### config.mk
export PLATFORM = sky130hd
export DESIGN_NAME = sar_scan_ctrl
export DESIGN_NICKNAME = d
export VERILOG_FILES = /design/src/rtl/sar_scan_ctrl.sv
export SDC_FILE = /design/constraint.sdc
export NUM_CORES = 1
export LEC_CHECK = 0
export ABC_CLOCK_PERIOD_IN_PS = 4900
export CAP_MARGIN = 20
export CORE_MARGIN = 10
export CORE_UTILIZATION = 25
export DETAILED_ROUTE_END_ITERATION = 6
export REMOVE_ABC_BUFFERS = 1
export SYNTH_ARGS = -nofsm -noshare
export SYNTH_HDL_FRONTEND = slang
export SYNTH_SLANG_ARGS = --single-unit
### constraint.sdc
create_clock -name clk -period 4.9 [get_ports clk]
set_input_delay 0.98 -clock clk [delete_from_list [all_inputs] [get_ports clk]]
set_output_delay 0.98 -clock clk [all_outputs]
set_load 0.05 [all_outputs]
### src/rtl/sar_scan_ctrl.sv
// sar_scan_ctrl: multi-channel SAR ADC sequencer with sample/hold, binary search and per-channel averaging
module sar_scan_ctrl #(
  parameter int WIDTH = 8,
  parameter int NCH = 4,
  parameter int AVG_LOG2 = 0,
  parameter int SAMPLE_CYCLES = 2,
  localparam int CHW = NCH > 1 ? $clog2(NCH) : 1
) (
  input  logic             clk,
  input  logic             reset_in,
  input  logic             start,
  input  logic             cont,
  input  logic [NCH-1:0]   ch_mask,
  input  logic             comp_in,
  output logic             sh_clk,
  output logic [CHW-1:0]   mux_sel,
  output logic [WIDTH-1:0] sar_out,
  output logic [WIDTH-1:0] result,
  output logic [CHW-1:0]   result_ch,
  output logic             valid,
  output logic             busy
);
  typedef enum logic [1:0] {IDLE, SAMPLE, CONVERT, DONE} state_t;
  state_t state;
  logic [NCH-1:0] mask_l;
  logic cont_l;
  logic [3:0] cnt;
  logic [3:0] nconv;
  logic [WIDTH+AVG_LOG2-1:0] acc, acc_sum;
  logic [WIDTH-1:0] bit_k, code;
  logic [CHW-1:0] lo_new, lo_l, nxt;
  logic has_nxt;
  function automatic logic [CHW-1:0] lowest(input logic [NCH-1:0] m);
    lowest = '0;
    for (int i = NCH - 1; i >= 0; i--) if (m[i]) lowest = CHW'(i);
  endfunction
  // trial-bit decision, accumulation and channel sequencing helpers
  always_comb begin
    bit_k = WIDTH'(1) << cnt;
    code = comp_in ? sar_out : sar_out & ~bit_k;
    acc_sum = acc + (WIDTH + AVG_LOG2)'(code);
    lo_new = lowest(ch_mask);
    lo_l = lowest(mask_l);
    nxt = '0;
    has_nxt = 1'b0;
    for (int i = NCH - 1; i >= 0; i--)
      if (mask_l[i] && CHW'(i) > mux_sel) begin
        nxt = CHW'(i);
        has_nxt = 1'b1;
      end
  end
  // scan FSM; mux_sel doubles as the current channel register, cnt as sample counter and bit index
  always_ff @(posedge clk) begin
    if (reset_in) begin
      state <= IDLE;
      sh_clk <= 1'b0;
      mux_sel <= '0;
      sar_out <= '0;
      result <= '0;
      result_ch <= '0;
      valid <= 1'b0;
      busy <= 1'b0;
      acc <= '0;
      nconv <= '0;
      cnt <= '0;
      mask_l <= '0;
      cont_l <= 1'b0;
    end else begin
      case (state)
        IDLE: if (start && |ch_mask) begin
          state <= SAMPLE;
          mask_l <= ch_mask;
          cont_l <= cont;
          mux_sel <= lo_new;
          sh_clk <= 1'b1;
          busy <= 1'b1;
          cnt <= 4'(SAMPLE_CYCLES - 1);
        end
        SAMPLE: if (cnt == 4'd0) begin
          state <= CONVERT;
          sh_clk <= 1'b0;
          sar_out <= WIDTH'(1) << (WIDTH - 1);
          cnt <= 4'(WIDTH - 1);
        end else cnt <= cnt - 4'd1;
        CONVERT: if (cnt != 4'd0) begin
          sar_out <= code | (bit_k >> 1);
          cnt <= cnt - 4'd1;
        end else if (nconv == 4'((1 << AVG_LOG2) - 1)) begin
          state <= DONE;
          sar_out <= '0;
          valid <= 1'b1;
          result <= WIDTH'(acc_sum >> AVG_LOG2);
          result_ch <= mux_sel;
          acc <= '0;
          nconv <= '0;
        end else begin
          state <= SAMPLE;
          sar_out <= '0;
          sh_clk <= 1'b1;
          acc <= acc_sum;
          nconv <= nconv + 4'd1;
          cnt <= 4'(SAMPLE_CYCLES - 1);
        end
        DONE: begin
          valid <= 1'b0;
          if (has_nxt || cont_l) begin
            state <= SAMPLE;
            sh_clk <= 1'b1;
            mux_sel <= has_nxt ? nxt : lo_l;
            cnt <= 4'(SAMPLE_CYCLES - 1);
          end else begin
            state <= IDLE;
            busy <= 1'b0;
          end
        end
        default: state <= IDLE;
      endcase
    end
  end
endmodule

==> Yosys cells after proc, flatten, opt, wreduce, memory -nomap -nowiden <==
Index checks and enable logic that the tools add are counted.
{ "totals": {"register_bits": 46, "inputBits": 9, "out_inout_bits": 23, "elab_cells": 109} }
{ "op_classes": {"addsub": 3, "order_cmp": 4, "n_eq_ne": 11, "shifts": 1, "mux": 49, "n_bitwise": 4, "n_reduce_logical": 24} }
{ "op_table": {"columns": ["cell", "n"], "rows": [
  ["two-way mux 2 bit", 19],
  ["two-way mux 8 bit", 4],
  ["two-way mux 4 bit", 6],
  ["AND reduction 3 bit", 6],
  ["case mux 4 bit (4 select lines)", 1],
  ["case mux 8 bit (2 select lines)", 1],
  ["inequality test 2 bit, second input constant", 7],
  ["two-way mux 1 bit", 13],
  ["adder 8 bit", 1],
  ["AND 8 bit", 1],
  ["zero test 4 bit", 2],
  ["inverter 8 bit", 1],
  ["OR 8 x 7 -> 8 bit", 1],
  ["case mux 2 bit (4 select lines)", 1],
  ["left shift 1 x 4 -> 8 bit, first input constant", 1],
  ["AND reduction 2 bit", 3],
  ["nonzero test 2 bit", 3],
  ["logical AND 1 bit", 5],
  ["AND reduction 5 bit", 1],
  ["adder 4 x 1 -> 4 bit, second input constant", 1],
  ["== test 2 bit, second input constant", 2],
  ["> comparator 1 x 2 -> 1 bit, first input constant", 2],
  ["> comparator 2 bit, first input constant", 2],
  ["case mux 1 bit (2 select lines)", 2],
  ["other kinds (10)", 10]
]} }

==> Longest topological paths before layout <==
Gate-level depths: netlist of the first run.
{ "logic_depth": {"ltp_word": 9, "depth_mapped": 12, "mapped_depth_nobuf": 11} }

==> Least setup slack after synthesis of the first run <==
No wires, ideal clock.
{ "synth_path": {"path_kind": "input -> register", "from": "input port comp_in", "to": "register acc[7]", "t_arrival_ns": 2.527, "required_ns": 4.776, "slack_ns": 2.249, "path_stages": 8, "path_buffers": 0, "cell_sequence": "nor3b_1 > a21boi_0 > ha_1 > a21o_1 > a31o_2 > a41oi_1 > xnor2_1 > o21ai_0"} }
{ "synth_via": {"elab_chain_len": 3} }
{ "synth_lines": {"columns": ["item", "line_no", "rtl"], "rows": [
  ["start, declared", "14", "input logic comp_in,"],
  ["two-way mux 8 bit", "40", "code = comp_in ? sar_out : sar_out & ~bit_k;"],
  ["adder 8 bit", "41", "acc_sum = acc + (WIDTH + AVG_LOG2)'(code);"],
  ["two-way mux 8 bit", "88", "end else if (nconv == 4'((1 << AVG_LOG2) - 1)) begin"],
  ["end signal, assigned", "100", "acc <= acc_sum;"],
  ["end, declared", "29", "logic [WIDTH+AVG_LOG2-1:0] acc, acc_sum;"]
]} }
Every way passes these cells.
A chain may end at the register's enable or synchronous reset.

==> Worst setup path after layout of the first run <==
{ "layout_path": {"from": "input port comp_in", "to": "register result[7]"} }
{ "layout_via": {"elab_chain_len": 2} }
{ "layout_lines": {"columns": ["item", "line_no", "rtl"], "rows": [
  ["two-way mux 8 bit", "40", null],
  ["adder 8 bit", "41", null],
  ["end signal, assigned", "92", "result <= WIDTH'(acc_sum >> AVG_LOG2);"],
  ["end, declared", "18", "output logic [WIDTH-1:0] result,"]
]} }
Every way passes these cells.

==> results.toml, run 1 <==
[outcome]
outcome = "complete, no violations"

[sta]
worst-slew-pin-transition_ns = 0.843
hold-worst-slack_ns = 0.463
timing.final.hold_violations = 0
finalClockSkew_ns = 0.00569
rsz0062_at_grt = "false"
achievable-frequency_mhz = 324
min_period_over_period = 0.630
setup_viol = 0
finalSetupTns_ns = 0
min_period_ns = 3.09
slew_limit_headroom = 0.437
drv_slew = 0

[floorplan]
design.die.area_um2 = 14800
die_w_um = 122
row_count = 37
ios = 32
die_h_um = 122
initial_core_util = 0.254
area_inside_the_core_boundary_um2 = 10200

[global_route]
grt_usage = 0.0908
first_global_vias = 2184
use_met2 = 0.137
peak_usage_layer_in_the_global_routing_report = "met2"
initial_antenna_violation_count = 0
grt.met3_usage = 0.0241
routing_usage_on_met1 = 0.124
grt_max_degree = 23
grt_pass1_wl_um = 11100
grt_remaining_overflow = 0

[power_and_ir_drop]
power_density_nw_per_um2 = 415
lkg_pwr_nw = 1.16
total_power_mw = 1.29
max-vdd-ir-drop_uv = 177

[detailed_routing]
detailed_route_via_count = 2325
firstDrtPassIters = 4
detail_routed_via_count_per_cell = 4.83
detail_route.drc_violations = 0
postRouteWirelength_um = 6670
drt_first_iter_violations = 185
drtAntennaViolNets = 0
routedWlPerCell_um = 13.9

[clock_network]
cts_root_buffer = "clkbuf_8"
post_cts_resized = 0
clockBufferDepth = 2
cts_sinks = 46
clkSlewWorstSetupHoldPaths_ns = 0.09
hold_buffers = 0
cts.repair_timing.setup_buffer_count = 0
clock_insertion_delay_worst_skew_ns = 0.30
cts-buffers-inserted = 5
tritoncts_clock_tree = "built"
cts_htree_levels = 2

[synth]
synth_area_in_compound_gates = 0.235
yosys.cell_types.count = 55
synthTopCellsByArea = "dfxtp_1, ha_1, a21oi_1"
synth_fa_ha_area_frac = 0.104
edff_count_synth = 0
synth_simple_gate_area_frac = 0.211
yosys.area.top_type_share = 0.355
synth_top_family_by_area = "compound AO/OA/AOI/OAI gates"
synthArstFlopShare = 0
synth_xor_area_frac = 0.0304
primary_ff_master_synth = "dfxtp_1"
synth.area.mux_share = 0.0154
yosys_register_bits = 46
number_of_standard_cells_after_synthesis = 321
post_synth.cell_area_avg_um2 = 8.08
yosysWarnings = 0
synth-seq-area-share = 0.355
synthesis.area_um2 = 2590
yosys.area.top_type = "dfxtp_1"

[setup_path]
critical_path_required_ns = 5.06
end_kind = "flop"
start_kind = "input port"
critical_path_arrival_ns = 3.25
criticalPathCategory = "in -> reg"
critPathMaxFanout = 4

[final_layout]
final_layout_size_suffix_gt1_frac = 0.0551
area_growth_syn_to_layout_pct = 20.1
final_util = 0.305
finish.net_count = 374
antenna_cells_inserted = 0

[place]
routability_driven_placement_congestion_ratio = 0.931
dp_hpwl_um = 5030
number_of_buffers_added_on_ports = 31

[run]
drv_cap = 0

[worst_hold_path]
worst_min_delay_path_category = "reg -> reg"
==> report_power, final <==
group	internal [mW]	total, mW	leakage (nW)	switching (mW)
combinational	0.187	0.535	0.732	0.348
sequential	0.416	0.469	0.373	0.0529
clock	0.150	0.289	0.0579	0.138
==> cells in the mapped netlist, drive strengths merged, types with 2 or more instances <==
master	number
a21boi	5
a21o	3
a21oi	44
a22oi	2
a2bb2oi	4
a311oi	3
a31oi	2
and2	3
buf	7
clkbuf	9
dfxtp	46
ha	20
inv	14
mux2i	4
nand2	32
nand2b	6
nand3	17
nand4	3
nor2	30
nor2b	3
nor3	6
nor3b	4
o21ai	19
o221ai	2
or2	2
or3b	2
xnor2	2
xor2	7
==> critical path, stage by stage <==
cell	delay (ns)
clkdlybuf4s50_1	0.47
nor3b_1	0.34
a21boi_0	0.19
ha_1	0.36
a21o_1	0.21
a31o_2	0.24
a41oi_1	0.20
xnor2_1	0.17
a21oi_1	0.09
==> metrics by stage <==
| step | setup WS [ns] | cell area, um2 | instances |
|---|---|---|---|
| floorplan | 2.25 | 2520 | 305 |
| CTS | 1.88 | 3120 | 481 |
| detailed placement | 1.57 | 3010 | 473 |
| global route | 1.66 | 3120 | 481 |
| finish | 1.81 | 3120 | 481 |
| global placement | 1.64 | 3010 | 473 |
==> cell families after synthesis <==
group,Yosys count
compound gates,98
xor+xnor,9
fa+ha+maj,21
buf+inv,30
flops,46
mux,4
simple gates,113
==> worst paths after layout <==
check	startpoint	to	slack (ns)	cells after the start
worst max-delay path	comp_in	result[7]	1.81	9
worst min-delay path	result_ch[0]	result_ch[0]	0.46	2
worst min register to register	result_ch[0]	result_ch[0]	0.46	2
worst max register to register	cnt[0]	acc[6]	1.90	11
==> layer usage <==
metal	vias up	share of wire	routed length (um)
met4	0	0.0073	49
met2	58	0.43	2860
li1	1177	-	-
met3	5	0.064	424
met5	-	0	0
met1	1085	0.50	3330
==> sequential cells by signal, indices dropped and copies added, names as in the netlist <==
name / flops
acc: 8
mux_sel: 2
mask_l: 4
cont_l: 1
busy: 1
state: 2
nconv: 4
sar_out: 8
sh_clk: 1
valid: 1
cnt: 4
result: 8
result_ch: 2
==> layout make-up <==
class | count | area [um2]
Fill cell | 1086 | 7120
Multi-Input combinational cell | 245 | 1550
Sequential cell | 46 | 921
Timing Repair Buffer | 32 | 318
Tap cell | 136 | 170
Clock buffer | 5 | 68.8
Inverter | 14 | 52.6
Clock inverter | 3 | 40.0
==> cells in the final DEF (no fill, tap or decap), drive strengths merged, types with 2 or more instances in the layout <==
master and count:
a21boi 5, a21o 3, a21oi 44, a22oi 2
a2bb2oi 4, a311oi 3, a31oi 2, and2 3
clkbuf 5, clkdlybuf4s50 31, clkinv 2, dfxtp 46
ha 20, inv 14, mux2i 4, nand2 32
nand2b 6, nand3 17, nand4 3, nor2 30
nor2b 3, nor3 6, nor3b 4, o21ai 19
o221ai 2, or2 2, or3b 2, xnor2 2
xor2 7
(Power assumes the default switching activity.)
==> run 2, diff against run 1 <==
- ABC_CLOCK_PERIOD_IN_PS: 4900 -> 2500
- clock period: 4.9 -> 2.5 ns (I/O delays scaled with it)
==> results.toml, run 2 (synthesis results as in run 1) <==
[outcome]
outcome = "complete, no violations"

[setup_path]
end_kind = "flop"
critical_path_required_ns = 2.70
worstReg2RegEnd = "result[6]"
ff2ff_setup_slack_ns = 0.11
r2r_start = "cnt[1]"
cp-startpoint = "cnt[1]"
critical_path_arrival_ns = 2.59
crit_end = "result[6]"
timing.reg2reg.worst_path_depth = 11
critPathMaxFanout = 2
start_kind = "flop"
criticalPathCategory = "reg -> reg"

[detailed_routing]
routedWlPerCell_um = 14.0
postRouteWirelength_um = 7200
drtAntennaViolNets = 0
detail_routed_via_count_per_cell = 4.83
firstDrtPassIters = 4
drt_first_iter_violations = 145
detailed_route_via_count = 2478
detail_route.drc_violations = 0

[final_layout]
finish.net_count = 406
most_frequent_cells_in_the_layout = "dfxtp_1, a21oi_1, buf_4, nand2_1, clkdlybuf4s50_1"
final_layout_size_suffix_gt1_frac = 0.167
reg_top3 = "acc: 8 flops, result: 8 flops, sar_out: 8 flops"
commonest_non_fill_non_tap_cell_in_the_layout = "dfxtp_1"
area_growth_syn_to_layout_pct = 32.4
fillers = 1043
antenna_cells_inserted = 0
post-route-cell-area_um2 = 3430

[sta]
drv_slew = 0
min_period_over_period = 0.954
min_period_ns = 2.39
slew_limit_headroom = 0.602
timing.final.hold_violations = 0
finalClockSkew_ns = 0.0105
achievable-frequency_mhz = 419
postLayoutSetupSlackWorst_ns = 0.114
setup_viol = 0
worst-slew-pin-transition_ns = 0.597

[clock_network]
cts_htree_levels = 2
tritoncts_clock_tree = "built"
hold_buffers = 0
cts_sinks = 46
clkSlewWorstSetupHoldPaths_ns = 0.10
clockBufferDepth = 2
clock_insertion_delay_worst_skew_ns = 0.31
cts_root_buffer = "clkbuf_8"
cts-buffers-inserted = 5

[global_route]
grt_pass1_wl_um = 11900
initial_antenna_violation_count = 0
grt_usage = 0.0967
first_global_vias = 2390
grt_remaining_overflow = 0
grt_max_degree = 22

[power_and_ir_drop]
total_switching_power_mw = 1.10
p_comb_frac = 0.435
clock_power_frac = 0.242
switching_share = 0.395
lkg_pwr_nw = 1.35
max-vdd-ir-drop_uv = 433
power_density_nw_per_um2 = 814
seqPwrFrac = 0.323
cellInternalPower_mw = 1.69

[place]
placed_cell_area_um2 = 3240
dp_hpwl_um = 5560
number_of_buffers_added_on_ports = 31
routability_driven_placement_congestion_ratio = 0.939
place_ws_ns = -0.329

[floorplan]
design.die.area_um2 = 14800
area_inside_the_core_boundary_um2 = 10200
die_h_um = 122
die_w_um = 122
row_count = 37
initial_core_util = 0.254
ios = 32

[worst_hold_path]
worst_min_delay_path_category = "reg -> reg"
holdCritStartpoint = "result_ch[1]"

[run]
drv_cap = 0
## run 2: layout make-up
class	instances	area, um2	area share
clock buffer	5	68.8	0.0200
sequential	46	922	0.268
inverter	14	52.6	0.0153
timing repair buffer	64	561	0.163
multi-input combinational	245	1590	0.463
tap	136	170	0.0495
clock inverter	3	68.8	0.0200
## run 2: worst min path at each step
stage | end | slack [ns] | depth (start not counted)
floorplan | acc[0] | 0.43 | 2
global placement | result[3] | 0.45 | 2
detailed placement | result[3] | 0.46 | 2
CTS | result_ch[1] | 0.47 | 2
global route | acc[0] | 0.49 | 2
finish | result_ch[1] | 0.46 | 2
## run 2: stage by stage
step / power [mW] / util / TNS [ns] / std cells / hold slack (ns)
after floorplan: 1.67 / - / -0.157 / 305 / 0.430
after global placement: 2.08 / 0.317 / -1.45 / 504 / 0.446
after detailed placement: 2.09 / 0.317 / -2.08 / 504 / 0.456
after CTS: 2.78 / 0.331 / 0 / 512 / 0.470
after global routing: 2.97 / 0.336 / -0.0248 / 513 / 0.489
final: 2.80 / 0.336 / 0 / 513 / 0.462
## run 2: layer usage
| layer | routed length, um | track usage |
|---|---|---|
| met2 | 3340 | 0.152 |
| met4 | 63 | 0.0253 |
| met3 | 458 | 0.0268 |
| met1 | 3340 | 0.127 |
| met5 | 0 | 0 |
## run 2: timing repair
action                                  CTS  global route
buffers inserted                          0             1
resized for setup                         2            17
pin swaps                                 1             8
endpoints found under the setup margin    2             7
## run 2: critical path: stages (launching register included)
cell,delay (ns)
dfxtp_2,0.34
inv_2,0.08
ha_4,0.14
or3b_4,0.38
o21a_1,0.21
ha_2,0.20
inv_2,0.06
fa_2,0.24
o21ai_4,0.08
a221oi_2,0.24
xor2_1,0.22
o21ai_1,0.09
## run 2: power by group through the flow
| stage | registers [mW] | logic (mW) | clock network (mW) |
|---|---|---|---|
| 2_1_floorplan | 1.05 | 0.615 | 0 |
| 3_3_place_gp | 0.915 | 1.16 | 0 |
| 3_5_place_dp | 0.921 | 1.17 | 0 |
| 4_1_cts | 0.903 | 1.18 | 0.696 |
| 5_1_grt | 0.919 | 1.33 | 0.727 |
| 6_report | 0.904 | 1.22 | 0.676 |
